--- config.mk ---
export PLATFORM = sky130hd
export DESIGN_NAME = writeback_unit
export DESIGN_NICKNAME = d
export VERILOG_FILES = /design/src/rtl/writeback_unit.sv
export SDC_FILE = /design/constraint.sdc
export NUM_CORES = 1
export LEC_CHECK = 0
export BUFFER_PORTS_ARGS = -buffer_cell sky130_fd_sc_hd__buf_2
export CAP_MARGIN = 15
export CORE_ASPECT_RATIO = 2
export CORE_MARGIN = 2
export CORE_UTILIZATION = 48
export CTS_CLUSTER_SIZE = 10
export DETAILED_ROUTE_END_ITERATION = 10
export PLACE_DENSITY = 0.78
export SYNTH_ARGS = -nofsm -noshare
export SYNTH_HDL_FRONTEND = slang
export SYNTH_SLANG_ARGS = --single-unit
--- constraint.sdc ---
create_clock -name clk -period 2.1 [get_ports clk]
set_clock_uncertainty 0.05 [all_clocks]
set_input_delay 0.105 -clock clk [delete_from_list [all_inputs] [get_ports clk]]
set_output_delay 0.105 -clock clk [all_outputs]
set_load 0.02 [all_outputs]
--- src/rtl/writeback_unit.sv ---
// Writeback unit: buffers results in a 2-entry FIFO and retires them in order,
// either as a one-cycle register-write strobe or as a RAM write with ack/timeout.
module writeback_unit #(
  parameter int DATA_W  = 8,
  parameter int ADDR_W  = 8,
  parameter int TIMEOUT = 16
) (
  input  logic              clk,
  input  logic              reset,
  input  logic              in_valid,
  output logic              in_ready,
  input  logic              in_to_reg,
  input  logic [2:0]        in_dest,
  input  logic [DATA_W-1:0] in_data,
  input  logic [ADDR_W-1:0] in_addr,
  output logic              reg_enable,
  output logic [2:0]        reg_select,
  output logic [DATA_W-1:0] reg_wdata,
  output logic              ram_req,
  output logic [ADDR_W-1:0] ram_addr,
  output logic [DATA_W-1:0] ram_wdata,
  input  logic              ram_ack,
  input  logic              err_clr,
  output logic              err,
  output logic              busy
);

  typedef struct packed {
    logic              to_reg;
    logic [2:0]        dest;
    logic [DATA_W-1:0] data;
    logic [ADDR_W-1:0] addr;
  } entry_t;

  typedef enum logic [1:0] {IDLE, REG_WR, RAM_WAIT} state_t;

  localparam logic [7:0] TIMER_LAST = 8'(TIMEOUT - 1);

  entry_t     mem [2];
  logic       rd_ptr, wr_ptr;
  logic [1:0] count;
  state_t     state, state_next;
  logic [7:0] timer, timer_next;
  logic       push, pop, timeout;
  entry_t     head;

  // Full is judged on the registered count alone, so a same-cycle pop never frees a slot.
  assign in_ready = (count < 2'd2);
  assign push     = in_valid & in_ready;
  assign head     = mem[rd_ptr];

  always_comb begin
    state_next = state;
    timer_next = timer;
    pop        = 1'b0;
    timeout    = 1'b0;
    case (state)
      IDLE: begin
        if (count != 2'd0) begin
          if (head.to_reg) begin
            state_next = REG_WR;
          end else begin
            state_next = RAM_WAIT;
            timer_next = '0;
          end
        end
      end
      REG_WR: begin
        pop        = 1'b1;
        state_next = IDLE;
      end
      RAM_WAIT: begin
        if (ram_ack) begin
          pop        = 1'b1;
          state_next = IDLE;
        end else if (timer == TIMER_LAST) begin
          timeout    = 1'b1;
          pop        = 1'b1;
          state_next = IDLE;
        end else begin
          timer_next = timer + 8'd1;
        end
      end
      default: state_next = IDLE;
    endcase
  end

  always_ff @(posedge clk) begin
    if (reset) begin
      state  <= IDLE;
      timer  <= '0;
      err    <= 1'b0;
      count  <= '0;
      rd_ptr <= 1'b0;
      wr_ptr <= 1'b0;
    end else begin
      state <= state_next;
      timer <= timer_next;
      if (timeout) begin
        err <= 1'b1;
      end else if (err_clr) begin
        err <= 1'b0;
      end
      if (push) begin
        wr_ptr <= ~wr_ptr;
      end
      if (pop) begin
        rd_ptr <= ~rd_ptr;
      end
      count <= count + {1'b0, push} - {1'b0, pop};
    end
  end

  always_ff @(posedge clk) begin
    if (push) begin
      mem[wr_ptr] <= '{to_reg: in_to_reg, dest: in_dest, data: in_data, addr: in_addr};
    end
  end

  always_comb begin
    reg_enable = (state == REG_WR);
    ram_req    = (state == RAM_WAIT);
    reg_select = reg_enable ? head.dest : '0;
    reg_wdata  = reg_enable ? head.data : '0;
    ram_addr   = ram_req ? head.addr : '0;
    ram_wdata  = ram_req ? head.data : '0;
    busy       = (count != 2'd0) || (state != IDLE);
  end

endmodule

==> impl_metrics.json <==
{
  "drtAntennaViolNets": 0,
  "peakVddDrop_mv": 0.8959,
  "syn_area_per_cell_um2": 12.91,
  "synthesis.area_um2": 2479,
  "antenna_found_initial": 0,
  "holdWs_ps": 13.96,
  "startpoint_type": "flip-flop",
  "drtIter0Drc": 45,
  "cts_sinks": 56,
  "ys_seq_elements": 56,
  "ys.flop_type": "edfxtp_1",
  "area_growth_pct": 30.84,
  "min_period_ps": 2008,
  "ys_seq_area_share_pct": 61.38,
  "grt_overflow_total": 0,
  "fin_nets": 312,
  "rows": 37,
  "grt.total_usage_pct": 17.97,
  "viasPerCell": 5.415,
  "fin_crit_sh_pct": 95.63,
  "tightestPinTransition_ps": 480.0,
  "clock_latency_ps": 310,
  "slew_violations": 0,
  "cap_violations": 0,
  "cts_htree_levels": 2,
  "wire_per_inst_um": 14.53,
  "cp.required_ps": 2260,
  "worst-path-buf-inv": 1,
  "min_path_type": "in2reg",
  "drive_above_1_share_pct": 31.56,
  "async_reset_ff_share_pct": 0,
  "worstSetupStartpoint": "timer[1]$_SDFFE_PP0P_",
  "io_pins": 57,
  "grt_pass1_wl_um": 7645,
  "cp_slowest_stage_delay_ps": 360,
  "setup_viol": 0,
  "synth.distinct_cells": 42,
  "drt_pass1_iterations": 4,
  "dp_hpwl_um": 3203,
  "coreArea_um2": 5046,
  "crit_path_top_delay_cell": "dfxtp_2",
  "p_leak_nw": 1.265,
  "crit_type": "reg2reg",
  "die_w_um": 54.81,
  "io_buffers": 56,
  "wirelength_um": 4940,
  "fillCellCount": 381,
  "dieArea_um2": 5789,
  "power_density_nw_per_um2": 1016,
  "hold_path_startpoint": "err_clr",
  "vias": 1841,
  "crit_family": "adder cells",
  "cp_common_cell": "ha_1",
  "grt_max_degree": 21,
  "synth_nets": 223,
  "crit-reg2reg-launch": "timer[1]$_SDFFE_PP0P_",
  "crit_path_end_kind": "flip-flop",
  "cts_root_buf": "clkbuf_8",
  "fmax_mhz": 498.0,
  "rsz0062_at_grt": "false",
  "grt_pass1_vias": 1792,
  "initial_core_util_pct": 49.12,
  "outcome": "complete, no violations",
  "rr_worst_depth": 10,
  "drc": 0,
  "synth_edf_count": 40,
  "ys_warn_count": 0,
  "cts_tree": "done",
  "crit_chain": "ha_4, nand3_4, nor3_4, o31a_1, ha_1, inv_1, ha_1, xnor2_2, xnor2_1, nor2_1",
  "path_depth": 10,
  "cp_max_fo": 4,
  "cts_max_path_buffers": 2,
  "clkTransAtPathRegs_ps": 100,
  "setup_tns_ps": 0,
  "arrival_ps": 2170,
  "holdPathStages": 3,
  "globalplace.congestion": 0.8832,
  "hold_viol_final": 0,
  "chipHeight_um": 105.6,
  "numCtsBuffers": 5,
  "diodes": 0,
  "synthCells": 192,
  "total_power_mw": 3.295,
  "slew_headroom_pct": 68.00
}
worst min-delay path, delay by kind of cell:
kind                   cells  cell delay [ps]
buffers and inverters      1               70
AND/OR/NAND/NOR            1               90
AO/OA/AOI/OAI              1               70
cell families after synthesis:
group	count (synthesis)	synth area share, %
AND/OR/NAND/NOR	62	15.35
multiplexers	22	9.187
XOR/XNOR	3	1.060
buffers and inverters	13	2.070
flip-flops	56	61.38
adder cells (fa/ha/maj)	6	3.029
AO/OA/AOI/OAI	30	7.926
power by group:
group / internal, mW / total (mW) / leakage [nW] / switching, mW
clock: 0.243 / 0.600 / 0.0423 / 0.357
sequential: 1.39 / 1.45 / 0.505 / 0.0610
combinational: 0.487 / 1.24 / 0.718 / 0.754
total: 2.12 / 3.30 / 1.27 / 1.17
routing by layer:
layer | up-vias | GRT usage, % | wire length (um)
met5 | - | 0 | 0
met4 | 0 | 7.321 | 70
met3 | 6 | 4.108 | 274
met2 | 68 | 29.85 | 2519
met1 | 889 | 21.20 | 2076
li1 | 878 | - | -
Yosys cell counts (all sizes together), types with 3 or more instances:
cell | n | area share, %
edfxtp | 40 | 48
nor2b | 29 | 7.3
mux2i | 19 | 7.7
dfxtp | 16 | 13
a21oi | 11 | 2.2
inv | 7 | 1.1
nand2b | 7 | 1.8
ha | 6 | 3.0
o21ai | 6 | 1.2
nand2 | 5 | 0.76
nor2 | 5 | 0.76
clkbuf | 4 | 0.61
or3 | 4 | 1.0
mux2 | 3 | 1.5
path summary, 6_finish.rpt:
check | end | slack (ps)
setup / recovery | count[1]$_SDFF_PP0_ | 90
hold / removal | err$_SDFFE_PP0P_ | 10
setup reg to reg | count[1]$_SDFF_PP0_ | 90
hold reg to reg | err$_SDFFE_PP0P_ | 450
layout make-up:
class	count	area, um^2	share of cell area (%)
multi-input combinational	123	954.7	29.44
timing repair buffer	88	570.5	17.59
clock buffer	5	68.82	2.122
inverter	7	26.28	0.8102
tap	58	72.57	2.238
clock inverter	3	26.28	0.8102
sequential	56	1524	46.99
stage by stage:
step | worst slack (ps) | instances | cell area, um^2 | util (%)
after floorplan | 10.14 | 192 | 2485 | -
after global placement | 98.48 | 311 | 2898 | 57.43
after global routing | 1.455 | 340 | 3243 | 64.27
final | 91.80 | 340 | 3243 | 64.27
after CTS | 37.71 | 339 | 3193 | 63.28
after detailed placement | 57.51 | 311 | 2898 | 57.43
layout by cell type (no fill, tap or decap), drive strengths merged, types with 2 or more instances in the layout:
cell type / count
buf: 68
edfxtp: 40
nor2b: 29
dlygate4sd3: 20
mux2i: 19
dfxtp: 16
a21oi: 11
inv: 8
nand2b: 7
o21ai: 6
ha: 6
nand2: 5
clkbuf: 5
nor2: 5
or3: 4
mux2: 3
a21o: 2
o32ai: 2
clkinvlp: 2
nand3: 2
nor3: 2
xnor2: 2
registers in the layout, indices dropped and copies added, names as in the netlist, named ones only:
name    cells
wr_ptr      1
timer       8
count       2
state       2
err         1
rd_ptr      1
mem        40
what timing repair did:
action / 4_1_cts / 5_1_grt
endpoints found under the setup margin: 0 / 1
resized for setup: 0 / 9
hold endpoints to repair: 40 / 0
buffers inserted: 0 / 1
hold buffers: 20 / 0
Note: power is estimated with default switching activity, not from simulation.
